$ cat src/rtl/shift_reg_multi_if.sv
// Handshake/data bundle for shift_reg_multi.
// The controller drives it through the master modport and the register through slave.
interface shift_reg_multi_if #(
    parameter int WIDTH = 5,
    parameter int CNT_W = 3
);
    logic             load;
    logic [WIDTH-1:0] data_in;
    logic             start;
    logic             dir;
    logic [CNT_W-1:0] amount;
    logic             rot;
    logic             ser_in;
    logic [WIDTH-1:0] q;
    logic             ser_out;
    logic             busy;
    logic             done;

    modport master (
        output load, data_in, start, dir, amount, rot, ser_in,
        input  q, ser_out, busy, done
    );

    modport slave (
        input  load, data_in, start, dir, amount, rot, ser_in,
        output q, ser_out, busy, done
    );
endinterface

$ cat src/rtl/shift_reg_multi.sv
// Multi-position shift register with parallel load, serial in/out and a
// busy/done handshake. One position is shifted per clock.
// Optional feature macro: ROTATE_EN (rot=1 turns the shift into a circular rotate).
module shift_reg_multi #(
    parameter int WIDTH = 5,
    parameter int CNT_W = 3
) (
    input logic            clk,
    input logic            clear,
    shift_reg_multi_if.slave bus
);
    typedef enum logic [1:0] {IDLE, SHIFT, DONE} state_t;

    state_t           state_q;
    logic [WIDTH-1:0] q_q, q_d;
    logic             ser_q, ser_d;
    logic [CNT_W-1:0] cnt_q;
    logic             dir_q;
    logic             out_bit;
    logic             fill;

`ifdef ROTATE_EN
    logic             rot_q;
`else
    // rot has no effect in this build
    logic             unused_rot;
    assign unused_rot = bus.rot;
`endif

    // Next register value for a single one-position shift
    always_comb begin
        out_bit = dir_q ? q_q[0] : q_q[WIDTH-1];
        fill    = bus.ser_in;
`ifdef ROTATE_EN
        if (rot_q) fill = out_bit;
`endif
        q_d   = dir_q ? {fill, q_q[WIDTH-1:1]} : {q_q[WIDTH-2:0], fill};
        ser_d = out_bit;
    end

    // Control FSM and datapath registers; clear aborts any operation
    always_ff @(posedge clk) begin
        if (clear) begin
            state_q <= IDLE;
            q_q     <= '0;
            ser_q   <= 1'b0;
            cnt_q   <= '0;
            dir_q   <= 1'b0;
`ifdef ROTATE_EN
            rot_q   <= 1'b0;
`endif
        end else begin
            case (state_q)
                IDLE: begin
                    if (bus.load) begin
                        q_q <= bus.data_in;
                    end else if (bus.start) begin
                        if (bus.amount != '0) begin
                            dir_q   <= bus.dir;
`ifdef ROTATE_EN
                            rot_q   <= bus.rot;
`endif
                            cnt_q   <= bus.amount;
                            state_q <= SHIFT;
                        end else begin
                            state_q <= DONE;
                        end
                    end
                end
                SHIFT: begin
                    q_q   <= q_d;
                    ser_q <= ser_d;
                    cnt_q <= cnt_q - 1'b1;
                    if (cnt_q == CNT_W'(1)) state_q <= DONE;
                end
                DONE:    state_q <= IDLE;
                default: state_q <= IDLE;
            endcase
        end
    end

    assign bus.q       = q_q;
    assign bus.ser_out = ser_q;
    assign bus.busy    = (state_q == SHIFT);
    assign bus.done    = (state_q == DONE);
endmodule
$ cat src/flat_wrapper.sv
// flat-port wrapper written by rule: the top's interface ports become plain ports
module shift_reg_multi_flat 
#(
    parameter int WIDTH = 5,
    parameter int CNT_W = 3
)
  (clk, clear, bus_load, bus_data_in, bus_start, bus_dir, bus_amount, bus_rot, bus_ser_in, bus_q, bus_ser_out, bus_busy, bus_done);
  shift_reg_multi_if #(.WIDTH(WIDTH), .CNT_W(CNT_W)) bus_i ();
  input logic clk;
  input logic clear;
  input wire logic [$bits(bus_i.load)-1:0] bus_load;
  input wire logic [$bits(bus_i.data_in)-1:0] bus_data_in;
  input wire logic [$bits(bus_i.start)-1:0] bus_start;
  input wire logic [$bits(bus_i.dir)-1:0] bus_dir;
  input wire logic [$bits(bus_i.amount)-1:0] bus_amount;
  input wire logic [$bits(bus_i.rot)-1:0] bus_rot;
  input wire logic [$bits(bus_i.ser_in)-1:0] bus_ser_in;
  output wire logic [$bits(bus_i.q)-1:0] bus_q;
  output wire logic [$bits(bus_i.ser_out)-1:0] bus_ser_out;
  output wire logic [$bits(bus_i.busy)-1:0] bus_busy;
  output wire logic [$bits(bus_i.done)-1:0] bus_done;
  assign bus_i.load = bus_load;
  assign bus_i.data_in = bus_data_in;
  assign bus_i.start = bus_start;
  assign bus_i.dir = bus_dir;
  assign bus_i.amount = bus_amount;
  assign bus_i.rot = bus_rot;
  assign bus_i.ser_in = bus_ser_in;
  assign bus_q = bus_i.q;
  assign bus_ser_out = bus_i.ser_out;
  assign bus_busy = bus_i.busy;
  assign bus_done = bus_i.done;
  shift_reg_multi #(.WIDTH(WIDTH), .CNT_W(CNT_W)) u_core (.clk(clk), .clear(clear), .bus(bus_i));
endmodule
$ cat config.mk
export PLATFORM = sky130hd
export DESIGN_NAME = shift_reg_multi_flat
export DESIGN_NICKNAME = d
export VERILOG_FILES = /design/src/rtl/shift_reg_multi_if.sv /design/src/rtl/shift_reg_multi.sv /design/src/flat_wrapper.sv
export SDC_FILE = /design/constraint.sdc
export NUM_CORES = 1
export LEC_CHECK = 0
export CAP_MARGIN = 20
export CORE_UTILIZATION = 40
export CTS_BUF_LIST = sky130_fd_sc_hd__clkbuf_2 sky130_fd_sc_hd__clkbuf_4 sky130_fd_sc_hd__clkbuf_8
export DETAILED_ROUTE_END_ITERATION = 8
export PLACE_DENSITY = 0.82
export SETUP_SLACK_MARGIN = 0.4
export SLEW_MARGIN = 5
export SYNTH_ARGS = -nofsm -noshare
export SYNTH_HDL_FRONTEND = slang
export SYNTH_SLANG_ARGS = --single-unit
$ cat constraint.sdc
create_clock -name clk -period 3.4 [get_ports clk]
set_input_delay 0.68 -clock clk [delete_from_list [all_inputs] [get_ports clk]]
set_output_delay 0.68 -clock clk [all_outputs]
set_load 0.1 [all_outputs]
After elaboration in Yosys (flattened, before gate mapping)

Cells that the tools add are included.

Bits in registers: 12
Output and inout bits: 8
Logic and storage cells: 35

Add/sub/neg operators: 1
Mux-type cells: 13
Equal/unequal tests: 8
Bitwise gates (word level): 1
Reductions and logical operators: 7

Operator list:

| kind                                              | number |
|---|---|
| 2-to-1 mux 5 bit                                  | 2 |
| one-hot mux 5 bit (2 select lines)                | 1 |
| 2-to-1 mux 3 bit                                  | 3 |
| 2-to-1 mux 2 bit                                  | 4 |
| AND reduction 4 bit                               | 2 |
| != test 2 bit (second input constant)             | 3 |
| one-hot mux 3 bit (2 select lines)                | 1 |
| != test 2 x 1 -> 1 bit (second input constant)    | 2 |
| one-hot mux 2 bit (2 select lines)                | 1 |
| == test 3 x 1 -> 1 bit (second input constant)    | 1 |
| AND reduction 3 bit                               | 1 |
| nonzero test 3 bit                                | 1 |
| subtractor 3 x 1 -> 3 bit (second input constant) | 1 |
| == test 2 x 1 -> 1 bit (second input constant)    | 1 |
| == test 2 bit (second input constant)             | 1 |
| zero test 2 bit                                   | 1 |
| AND reduction 2 bit                               | 1 |
| nonzero test 2 bit                                | 1 |
| 2-to-1 mux 1 bit                                  | 1 |
| inverter 1 bit                                    | 1 |

Logic depth before layout (Yosys ltp)

Depth in word-level cells: 5
Gate-level depth with buffers: 5

Worst setup path before layout

OpenSTA, ideal clock, no wires.

Path type: reg-to-output
Start point: register u_core.state_q[1]
End point: output bus_done
Stages on the path, launching flop included: 3
Required time: 2.720 ns
Path buffers: 1
Setup slack: 0.926 ns
Arrival: 1.794 ns
Cell sequence: dfxtp_1 buf_6 nor2b_1

Word-level cells in the longest chain between the ends: 1

RTL lines:

| item                     | line                  | RTL |
|---|---|---|
| start: declaration       | shift_reg_multi.sv:14 | `state_t state_q;` |
| start signal: assignment | shift_reg_multi.sv:44 | `state_q <= IDLE;` |
| start signal: assignment | shift_reg_multi.sv:64 | `state_q <= SHIFT;` |
| start signal: assignment | shift_reg_multi.sv:66 | `state_q <= DONE;` |
| == test 2 bit            | shift_reg_multi.sv:85 | `assign bus.done = (state_q == DONE);` |
| end: declaration         | flat_wrapper.sv:21    | `output wire logic [$bits(bus_i.done)-1:0] bus_done;` |

No other way between the ends.

Worst setup path after layout

Start point: register u_core.q_q[1], in the netlist u_core.bus.q[1]
End point: output bus_q[1]

RTL lines:

| item                     | line                  | RTL |
|---|---|---|
| start: declaration       | shift_reg_multi.sv:15 | `logic [WIDTH-1:0] q_q, q_d;` |
| start signal: assignment | shift_reg_multi.sv:56 | `q_q <= bus.data_in;` |
| start signal: assignment | shift_reg_multi.sv:71 | `q_q <= q_d;` |
| end: declaration         | flat_wrapper.sv:18    | `output wire logic [$bits(bus_i.q)-1:0] bus_q;` |

No word-level cell between the ends.

==> flow_metrics.tcl <==
set metrics [dict create \
    status "finished, final reports clean" \
    postCtsResizedCells 0 \
    via_per_inst 5.54 \
    grt_pass1_vias 577 \
    io_buffer_count 21 \
    p_per_area_nw_per_um2 468 \
    seqCellArea_um2 240 \
    hold_viol 0 \
    yosys.area.top_type "dfxtp_1" \
    antenna_cells 0 \
    maxCapViolations 0 \
    cp.arrival_ns 1.81 \
    clk_pin_slew_ns 0.08 \
    multiInputGateArea_um2 425 \
    synth_top_area_share 0.330 \
    grtUsageMet2 0.291 \
    crit_buf_inv 1 \
    cts.hold.buffers_added 0 \
    crit_fanout 4 \
    ys_seq_area_frac 0.330 \
    grt_busiest_layer "met2" \
    postCtsSetupBuffers 0 \
    p_leak_nw 0.354 \
    layout_commonest_cell "clkdlybuf4s50_1" \
    setup.worst_path.class "register to primary output" \
    cts_made_buffers 3 \
    place_ws_ns 1.22 \
    synthTopCellsByArea "dfxtp_1 33%, mux2_2 7.7%, a221oi_1 6.0%" \
    syn_inst 76 \
    fin_worst_skew_ns 0.00485 \
    cp_top_family "buffers and inverters" \
    drt_iter0_drc 11 \
    tns_ns 0 \
    crit_path_start_kind "register" \
    fmax_mhz 402 \
    path_cells "clkdlybuf4s50_1" \
    period_needed_ns 2.49 \
    synth_seq_cells 12 \
    root_buffer "clkbuf_4" \
    layout-drive-gt1-share 0.208 \
    grtUsageMet1 0.236 \
    antenna_found_initial 0 \
    tightest_slew_ns 0.964 \
    drtAntennaViolNets 0 \
    drc 0 \
    final_util 0.556 \
    layout.nets 114 \
    finalWorstSetupSlack_ns 0.911 \
    routed_wl_um 1670 \
    required_ns 2.72 \
    clkLatencyLatePin_ns 0.29 \
    die_h_um 44.6 \
    slowest_stage "clkdlybuf4s50_1" \
    htreeDepth 1 \
    cts_tree "yes" \
    syn_nets 93 \
    fin_cells 121 \
    setup_violations 0 \
    drv_slew 0 \
    most-common-layout-cells "16 x clkdlybuf4s50_1, 12 x dfxtp_1, 6 x nor3_1, 6 x nor2_1" \
    core-area_um2 1710 \
    yosys_warnings 0 \
    place_congestion 0.784 \
    slew_headroom 0.355 \
    n_fill_cell 166 \
    vias 670 \
    rows 15 \
    hold_path.class "register to register" \
    slowest_delay_ns 1.14 \
    grt_max_degree 13 \
    endpoint_kind "primary output" \
    drt_pass1_iterations 5 \
    fp.dieArea_um2 1990 \
    wl_per_cell_um 13.8 \
    finalCritPeriodShare 0.732 \
    grt_pass1_wl_um 2630 \
    synth_area_um2 727 \
    ys_types 34 \
    die_width_um 44.6 \
    io_pins 23 \
    clock-sinks 12 \
    grt_use_met3 0.0612 \
    gr-total-overflow 0 \
    layout-area-overhead-vs-synth_pct 30.6 \
    dp_hpwl_um 1200 \
    ir_drop_uv 209 \
    max-clock-path-buffers 2 \
    holdWs_ns 0.523 \
    syn_area_per_cell_um2 9.57 \
    placed_cells 117 \
    initial_core_util 0.426 \
    grt_use_total 0.191 \
    rsz0062_at_grt "no" \
]
## logic make-up (layout without fill, tap and decap cells)
kind of cell / Yosys count / in the layout / share of synthesized area
muxes: 6 / 6 / 0.0912
and+or+nand+nor: 24 / 24 / 0.219
DFF: 12 / 12 / 0.330
buffers and inverters: 10 / 30 / 0.0843
AOI/OAI and AO/OA: 22 / 22 / 0.241
adders and majority gates: 2 / 2 / 0.0344
## layout make-up
class | count | area share
clock buffer | 4 | 0.0382
tap | 25 | 0.0329
sequential | 12 | 0.253
inverter | 5 | 0.0198
multi-input combinational | 54 | 0.448
timing repair buffer | 21 | 0.208
## worst paths after layout
path	startpoint	end	slack, ns	cells after the start
setup / recovery	u_core.bus.q[1]	bus_q[1]	0.91	1
hold reg to reg	u_core.bus.q[2]	u_core.bus.q[2]	0.52	2
setup reg to reg	u_core.dir_q	u_core.bus.q[0]	1.97	3
hold / removal	u_core.bus.q[2]	u_core.bus.q[2]	0.52	2
## report_power, final
part	switching, mW	total (mW)	internal (mW)
clock network	0.0554	0.121	0.0653
logic	0.0985	0.155	0.0561
registers	0.0155	0.169	0.153
## synthesized netlist by cell type (all sizes together)
cell    number
dfxtp       12
nor3         7
nor2         6
a221oi       5
inv          5
mux2         5
a21oi        4
buf          4
ha           2
nand2b       2
nor2b        2
o211ai       2
a211oi       1
a221o        1
a222oi       1
a31oi        1
and2b        1
clkbuf       1
mux2i        1
nand2        1
nand3        1
nand3b       1
nor4b        1
nor4bb       1
o211a        1
o21ai        1
o21ba        1
o21bai       1
o31a         1
o31ai        1
o41ai        1
or3          1
## through the flow
stage               power (mW)  instance area [um^2]
finish                   0.444                   950
global route             0.470                   950
CTS                      0.447                   950
detailed placement       0.326                   913
global placement         0.322                   913
floorplan                0.287                   727
## flip-flops by register name, summed over array words and instances (netlist names)
register            count
u_core.bus.q            5
u_core.cnt_q            3
u_core.dir_q            1
u_core.state_q          2
u_core.bus.ser_out      1
## per-layer routing
| layer | share of wire | vias up |
|---|---|---|
| met3 | 0.052 | 5 |
| met5 | 0 | - |
| met1 | 0.45 | 313 |
| li1 | - | 330 |
| met2 | 0.48 | 22 |
| met4 | 0.020 | 0 |
Note: power is estimated with default switching activity, not from simulation.
